**src/rtl/mem_arbiter.sv**
```systemverilog
// Shared main-memory arbiter: grants one of store / D-fill / I-fill per idle cycle
// and sequences each fill as a burst of pipelined word reads into the chosen cache.
module mem_arbiter #(
  parameter int BLOCK_WORDS = 8,
  parameter int MEM_LATENCY = 4,
  parameter int WORD_BITS   = 3
) (
  input  logic                 clk,
  input  logic                 rst,
  input  logic                 i_miss,
  input  logic [15:0]          i_miss_addr,
  output logic                 i_fill_we,
  output logic [WORD_BITS-1:0] i_fill_word,
  output logic [15:0]          i_fill_data,
  output logic                 i_fill_done,
  input  logic                 d_miss,
  input  logic [15:0]          d_miss_addr,
  output logic                 d_fill_we,
  output logic [WORD_BITS-1:0] d_fill_word,
  output logic [15:0]          d_fill_data,
  output logic                 d_fill_done,
  input  logic                 d_wr_req,
  input  logic [15:0]          d_wr_addr,
  input  logic [15:0]          d_wr_data,
  output logic                 d_wr_ack,
  output logic                 mem_en,
  output logic                 mem_wr,
  output logic [15:0]          mem_addr,
  output logic [15:0]          mem_data_out,
  input  logic [15:0]          mem_data_in,
  input  logic                 mem_data_valid,
  output logic                 busy
);

  localparam int BaseBits = 15 - WORD_BITS;
  localparam logic [WORD_BITS-1:0] LastWord = WORD_BITS'(BLOCK_WORDS - 1);

  typedef enum logic [1:0] {IDLE, WRITE, D_FILL, I_FILL} state_t;

  state_t               state_q;
  logic [WORD_BITS-1:0] icnt_q;
  logic [WORD_BITS-1:0] rcnt_q;
  logic [BaseBits-1:0]  base_q;
  logic                 memEn_q;
  logic                 memWr_q;
  logic [15:0]          memAddr_q;
  logic [15:0]          memData_q;
  logic                 wrAck_q;

  logic inFill;
  logic fillBeat;
  logic lastBeat;
  logic unusedBits;

  // Fill timing follows mem_data_valid, so the latency value and the in-block
  // address bits of the miss addresses never reach any logic.
  assign unusedBits = ^{i_miss_addr[WORD_BITS:0], d_miss_addr[WORD_BITS:0], MEM_LATENCY > 0};

  assign inFill   = (state_q == D_FILL) || (state_q == I_FILL);
  assign fillBeat = inFill && mem_data_valid;
  assign lastBeat = fillBeat && (rcnt_q == LastWord);

  // Memory-side outputs are registered: each edge prepares the next cycle's access.
  always_ff @(posedge clk) begin
    if (rst) begin
      state_q   <= IDLE;
      icnt_q    <= '0;
      rcnt_q    <= '0;
      base_q    <= '0;
      memEn_q   <= 1'b0;
      memWr_q   <= 1'b0;
      memAddr_q <= '0;
      memData_q <= '0;
      wrAck_q   <= 1'b0;
    end else begin
      case (state_q)
        IDLE: begin
          if (d_wr_req) begin
            state_q   <= WRITE;
            memEn_q   <= 1'b1;
            memWr_q   <= 1'b1;
            memAddr_q <= d_wr_addr;
            memData_q <= d_wr_data;
            wrAck_q   <= 1'b1;
          end else if (d_miss) begin
            state_q   <= D_FILL;
            base_q    <= d_miss_addr[15:WORD_BITS+1];
            memEn_q   <= 1'b1;
            memAddr_q <= {d_miss_addr[15:WORD_BITS+1], (WORD_BITS+1)'(0)};
          end else if (i_miss) begin
            state_q   <= I_FILL;
            base_q    <= i_miss_addr[15:WORD_BITS+1];
            memEn_q   <= 1'b1;
            memAddr_q <= {i_miss_addr[15:WORD_BITS+1], (WORD_BITS+1)'(0)};
          end
        end
        WRITE: begin
          state_q   <= IDLE;
          memEn_q   <= 1'b0;
          memWr_q   <= 1'b0;
          memAddr_q <= '0;
          memData_q <= '0;
          wrAck_q   <= 1'b0;
        end
        D_FILL, I_FILL: begin
          if (memEn_q) begin
            if (icnt_q == LastWord) begin
              memEn_q   <= 1'b0;
              memAddr_q <= '0;
            end else begin
              icnt_q    <= icnt_q + 1'b1;
              memAddr_q <= {base_q, icnt_q + 1'b1, 1'b0};
            end
          end
          if (fillBeat) begin
            rcnt_q <= rcnt_q + 1'b1;
          end
          // The final returned word ends the fill and overrides the updates above.
          if (lastBeat) begin
            state_q   <= IDLE;
            icnt_q    <= '0;
            rcnt_q    <= '0;
            memEn_q   <= 1'b0;
            memAddr_q <= '0;
          end
        end
        default: state_q <= IDLE;
      endcase
    end
  end

  assign mem_en       = memEn_q;
  assign mem_wr       = memWr_q;
  assign mem_addr     = memAddr_q;
  assign mem_data_out = memData_q;
  assign d_wr_ack     = wrAck_q;
  assign busy         = (state_q != IDLE);

  // Returning words steer straight through to the cache that owns the fill.
  assign i_fill_we   = fillBeat && (state_q == I_FILL);
  assign i_fill_word = i_fill_we ? rcnt_q : '0;
  assign i_fill_data = i_fill_we ? mem_data_in : '0;
  assign i_fill_done = i_fill_we && (rcnt_q == LastWord);

  assign d_fill_we   = fillBeat && (state_q == D_FILL);
  assign d_fill_word = d_fill_we ? rcnt_q : '0;
  assign d_fill_data = d_fill_we ? mem_data_in : '0;
  assign d_fill_done = d_fill_we && (rcnt_q == LastWord);

endmodule

```
**config.mk**
```make
export PLATFORM = sky130hd
export DESIGN_NAME = mem_arbiter
export DESIGN_NICKNAME = d
export VERILOG_FILES = /design/src/rtl/mem_arbiter.sv
export SDC_FILE = /design/constraint.sdc
export NUM_CORES = 1
export LEC_CHECK = 0
export BUFFER_PORTS_ARGS = -buffer_cell sky130_fd_sc_hd__buf_2
export CORE_ASPECT_RATIO = 0.8
export CORE_MARGIN = 2
export CORE_UTILIZATION = 40
export CTS_BUF_LIST = sky130_fd_sc_hd__clkbuf_2 sky130_fd_sc_hd__clkbuf_4 sky130_fd_sc_hd__clkbuf_8
export CTS_CLUSTER_DIAMETER = 40
export DETAILED_ROUTE_END_ITERATION = 10
export GPL_TIMING_DRIVEN = 0
export PLACE_DENSITY_LB_ADDON = 0.1
export SYNTH_ARGS = -nofsm -noshare
export SYNTH_HDL_FRONTEND = slang
export SYNTH_SLANG_ARGS = --single-unit
```
**constraint.sdc**
```tcl
create_clock -name clk -period 2.8 [get_ports clk]
set_clock_uncertainty 0.2 [all_clocks]
set_input_delay 0.14 -clock clk [delete_from_list [all_inputs] [get_ports clk]]
set_output_delay 0.14 -clock clk [all_outputs]
set_load 0.01 [all_outputs]
```
## After elaboration in Yosys (flattened, before gate mapping)

Index checks and enable logic that the tools add are counted.

| cells by class | value |
|---|---|
| $lt $le $gt $ge | 0 |
| bitwise gates (word level) | 1 |
| mux-type cells | 34 |
| equality and inequality tests | 10 |
| shift operators | 0 |
| multipliers | 0 |
| add/sub/neg operators | 2 |
| reduce and logical (&&, ||, !) cells | 20 |
| div/mod/pow operators | 0 |

Operators by type and width:

| cell | count |
|---|---|
| 16-bit two-way mux | 9 |
| 16-bit one-hot mux with 3 select lines | 1 |
| 16-bit one-hot mux with 2 select lines | 1 |
| 12-bit two-way mux | 2 |
| 3-bit two-way mux | 7 |
| 2-bit nonzero test | 5 |
| 2-bit two-way mux | 4 |
| 2-bit AND reduction | 4 |
| 1-bit two-way mux | 7 |
| 3-bit by 1-bit adder with 3-bit output, second input constant | 2 |
| 3-bit equality test, second input constant | 2 |
| 1-bit logical AND | 6 |
| 2-bit inequality test, second input constant | 3 |
| 2-bit one-hot mux with 3 select lines | 1 |
| 3-bit AND reduction | 2 |
| 2-bit equality test, second input constant | 2 |
| 4-bit inequality test, second input constant | 1 |
| 3-bit inequality test, second input constant | 1 |
| 1-bit one-hot mux with 3 select lines | 1 |
| 2-bit by 1-bit equality test with 1-bit output, second input constant | 1 |
| 2-bit logical NOT | 1 |
| 1-bit one-hot mux with 2 select lines | 1 |
| 2-bit OR reduction | 1 |
| 1-bit logical OR | 1 |
| 1-bit NOT | 1 |

| word-level totals | value |
|---|---|
| register bits | 54 |
| output and inout port bits | 78 |
| bits in read-only memories | 0 |
| bits in latches | 0 |
| word-level logic and storage cells | 75 |
| memories | 0 |
| input port bits | 86 |
| RAM bits | 0 |

## Logic depth before layout (Yosys ltp)

| depth | value |
|---|---|
| word-level depth | 6 |
| depth in mapped cells | 8 |
| mapped depth without buffers | 6 |

## Worst setup path before layout

OpenSTA, ideal clock, no wires.

| path | value |
|---|---|
| path kind | register to register |
| start point | register rcnt_q[0] |
| end point | register memAddr_q[1], in the netlist mem_addr[1] |
| slack | 1.005 ns |
| clock period less this slack | 1.795 ns |
| setup time | 0.086 ns |
| buffers on the path | 2 |
| stages on the path, launching flop included | 8 |
| data arrival time | 1.510 ns |
| data required time | 2.514 ns |
| path through | dfxtp_1 -> ha_1 -> ha_1 -> buf_2 -> a21boi_4 -> a22oi_2 -> buf_6 -> a211oi_1 |

| between the ends | value |
|---|---|
| longest elaborated chain between the ends | 4 |
| elaborated cells between the ends (all ways) | 6 |
| those cells by class | eq/ne (2); mux (2); reduce/logical (2) |

RTL lines:

| item | RTL line | source |
|---|---|---|
| start: declaration | 42 | `logic [WORD_BITS-1:0] rcnt_q;` |
| start signal: assignment | 116 | `rcnt_q <= rcnt_q + 1'b1;` |
| 3-bit equality test * | 61 | `assign lastBeat = fillBeat && (rcnt_q == LastWord);` |
| 1-bit logical AND * | 61 |  |
| 16-bit two-way mux / 3-bit inequality test (equally long branches) | n/a |  |
| 16-bit one-hot mux with 3 select lines / 2-bit AND reduction (equally long branches) | n/a |  |
| end signal: assignment | 82 | `memAddr_q <= d_wr_addr;` |
| end signal: assignment | 89 | `memAddr_q <= {d_miss_addr[15:WORD_BITS+1], (WORD_BITS+1)'(0)};` |
| end signal: assignment | 94 | `memAddr_q <= {i_miss_addr[15:WORD_BITS+1], (WORD_BITS+1)'(0)};` |
| end: declaration | 46 | `logic [15:0] memAddr_q;` |

Every way passes the cells marked *; elsewhere a longest branch is shown, timed or not.
A chain may end at the register's enable or synchronous reset.

## Worst setup path in the final report

| path | value |
|---|---|
| start point | register icnt_q[0] |
| end point | register memAddr_q[8], in the netlist mem_addr[8] |

| between the ends | value |
|---|---|
| longest elaborated chain between the ends | 5 |

RTL lines:

| item | RTL line | source |
|---|---|---|
| start: declaration | 41 | `logic [WORD_BITS-1:0] icnt_q;` |
| start signal: assignment | 111 | `icnt_q <= icnt_q + 1'b1;` |
| 3-bit equality test | 107 | `if (icnt_q == LastWord) begin` |
| 16-bit two-way mux | 107 |  |
| 16-bit two-way mux | 106 | `if (memEn_q) begin` |
| 16-bit two-way mux | 119 | `if (lastBeat) begin` |
| 16-bit one-hot mux with 3 select lines | 76 | `case (state_q)` |
| end signal: assignment | 82 |  |
| end signal: assignment | 89 |  |
| end signal: assignment | 112 | `memAddr_q <= {base_q, icnt_q + 1'b1, 1'b0};` |

No other way between the ends. The select of a mux whose other input is x is not followed.

==> results.cfg <==
[timing]
fin_crit_ns = 2.313
finalSetupViolCount = 0
relSlewSlack_pct = 53.90
max_freq_ghz = 0.4323
setup_ws_ns = 0.4867
finalSetupTns_ns = 0
min_period_over_period_pct = 82.62
worstMarginPinSlew_ns = 0.6915
report.final.hold_viol_count = 0
rsz0062_at_grt = no
slew_violations = 0

[power]
vdd_drop_max_mv = 0.2348
p_clk_share_pct = 25.1
internal_power_w = 0.001248
seqPwrFrac_pct = 47.6
power_frac_comb_pct = 27.3
p_total_w = 0.001845
p_sw_share_pct = 32.38
leakage_nw = 1.954
p_sw_w = 0.0005975
cellPowerDensity_mw_per_mm2 = 469.5

[job]
maxCapViolCount = 0

[floorplan]
fp.dieH_um = 78.57
initial_core_util_pct = 40.94
ios = 164
rows = 27
fp.dieArea_mm2 = 0.007637
die_x_um = 97.21
core_area_mm2 = 0.006790

[placed_design]
gp_congestion = 0.8847
place_ws_ns = 0.6088
dpl.cell_count = 578
portBuffers = 153
dp_hpwl_um = 6230

[synthesis]
avgSynthCellArea_um2 = 8.225
ys_warn_count = 0
synth_cells = 338
yosysUniqueCellTypes = 29
netlist.area_leader.share_pct = 38.88
synth_nets = 428
synth_top_area_cell = dfxtp_1
ys_top_cells_by_area = dfxtp_1, and2_1, nor2_1
synth-seq-area-share_pct = 38.88
ys_ff_latch = 54
syn_area_mm2 = 0.002780

[layout]
final_layout_size_suffix_gt1_share_pct = 36.36
n_fill_cell = 667
register_area_mm2 = 0.001081
multi_input_area_mm2 = 0.001499
post_layout_nonfiller_instances = 604
syn2layout_area_growth_pct = 41.36
fin_nets = 606
num_antenna_cells = 0

[global_route]
grt_overflow = 0
track_usage_pct = 21.31
grt_pass1_vias = 2730
grt_max_degree = 20
antenna_found_initial = 0
grt_pass1_wl_um = 13470

[clock_tree]
h-tree-depth = 2
ctsResizeCount = 0
cts_root_buf = clkbuf_8
cts_num_sinks = 54
post_cts_buffers = 0
cts_made_buffers = 5
cts_tree = done
cts.clk_slew.worst_paths_ns = 0.11
ctsHoldBuffers = 18
clk_latency_ns = 0.31
clk_path_buf_depth = 2

[route]
drc = 0
drtAntennaViolNets = 0
finalWirelength_um = 8260
viasPerCell = 4.944
drtIter0Drc = 126
post_drt_wl_per_cell_um = 13.68
first_pass_iters = 4
vias = 2986

[setup_path]
crit_type = reg2reg
crit_fanout = 10
arrival_ns = 2.30
critical_path_required_ns = 2.79
rr_endpoint = mem_addr[8]$_SDFFE_PP0P_
endpoint_kind = flip-flop
timing.rr.start = icnt_q[0]$_SDFFE_PP0P_
ff2ff_setup_slack_ns = 0.49
start_kind = flip-flop
r2r_cells = 6

[hold_path]
whs_path_depth = 3
hold_class = in2reg
hold_start = i_miss_addr[15]
min_to = base_q[11]$_SDFFE_PP0P_

[outcome]
status = complete, no violations
-- power groups by stage --
stage / clock network [W] / registers, W / logic, W
6_report: 0.000463 / 0.000879 / 0.000504
4_1_cts: 0.000472 / 0.000879 / 0.000503
5_1_grt: 0.000507 / 0.000889 / 0.000560
3_5_place_dp: 0 / 0.000896 / 0.000482
3_3_place_gp: 0 / 0.000895 / 0.000476
2_1_floorplan: 0 / 0.000914 / 0.000275
-- cell usage after synthesis --
master	instances
inv_1	14
nor3_1	16
buf_6	2
a22oi_2	1
a21boi_4	1
a21bo_2	1
a211oi_2	8
buf_2	7
dfxtp_1	54
o21ai_1	1
a22oi_1	20
clkbuf_1	15
a221oi_1	12
buf_4	4
a211oi_1	8
and3_1	1
o21ai_0	27
nor3b_1	2
nand2b_1	2
ha_1	4
a21oi_1	8
inv_2	1
nand2_1	15
nor2_4	1
mux2i_1	13
and2_1	43
nor2b_1	2
nor2_1	54
nor3_4	1
-- how the worst max path moves through the flow --
| stage | from | endpoint | slack [ns] | cells after the start |
|---|---|---|---|---|
| 2_1_floorplan | rcnt_q[0]$_SDFFE_PP0P_ | mem_addr[1]$_SDFFE_PP0P_ | 1.00 | 7 |
| 3_3_place_gp | icnt_q[0]$_SDFFE_PP0P_ | mem_addr[6]$_SDFFE_PP0P_ | 0.61 | 6 |
| 3_5_place_dp | icnt_q[0]$_SDFFE_PP0P_ | mem_addr[8]$_SDFFE_PP0P_ | 0.61 | 6 |
| 4_1_cts | state_q[1]$_SDFFE_PP0P_ | d_fill_word[0] | 0.56 | 5 |
| 5_1_grt | state_q[1]$_SDFFE_PP0P_ | d_fill_word[0] | 0.36 | 5 |
| 6_report | icnt_q[0]$_SDFFE_PP0P_ | mem_addr[8]$_SDFFE_PP0P_ | 0.49 | 6 |
-- worst max-delay path: stages (launching register included) --
cell	delay, ns
dfxtp_1	0.39
ha_1	0.17
ha_1	0.29
clkbuf_1	0.39
o21ai_0	0.15
a221oi_1	0.50
nor3_1	0.09
-- cell families after synthesis --
kind of cell,after synthesis,share of synthesized area [%]
fa+ha+maj,4,1.800
buf+inv,43,7.200
compound gates,87,22.91
simple gates,137,24.53
flops,54,38.88
mux,13,4.680
-- state kept, by name (all words and copies together) (netlist names) --
signal and flops:
d_wr_ack 1, mem_addr 16, icnt_q 3, mem_en 1, state_q 2, base_q 12
rcnt_q 3, mem_data_out 16
-- stage by stage --
step                instance area, um^2  util [%]  hold WS, ns
floorplan                          2780         -      0.08045
global placement                   3655     53.82       0.1866
global route                       3930     57.88      0.02491
detailed placement                 3655     53.82       0.1972
finish                             3930     57.88     0.005865
CTS                                3930     57.88     0.005068
-- cell type report --
class | count | area share (%)
inverters | 15 | 1.433
multi-input cells | 241 | 38.14
clock buffers | 5 | 1.751
well taps | 87 | 2.770
repair buffers | 171 | 24.07
plain buffers | 28 | 3.661
flip-flops and latches | 54 | 27.51
clock inverters | 3 | 0.6686
-- placed cells by master, fill, tap and decap left out, types with 4 or more instances in the layout --
cell type,n
and2_1,43
clkbuf_8,5
nor2_1,54
a211oi_2,8
buf_4,4
a211oi_1,8
nor3_1,16
a221oi_1,12
buf_2,160
nand2_1,15
mux2i_1,13
inv_1,14
o21ai_0,27
a22oi_1,20
a21oi_1,8
clkbuf_1,15
dfxtp_1,54
ha_1,4
dlygate4sd3_1,18
-- layer usage --
metal / wire length, um / part of all wire [%] / track usage, %
met5: 0 / 0 / 0
met4: 63 / 0.76 / 4.167
met3: 570 / 6.9 / 4.720
met2: 3736 / 45 / 33.82
met1: 3888 / 47 / 30.05
Note: power is estimated with default switching activity, not from simulation.
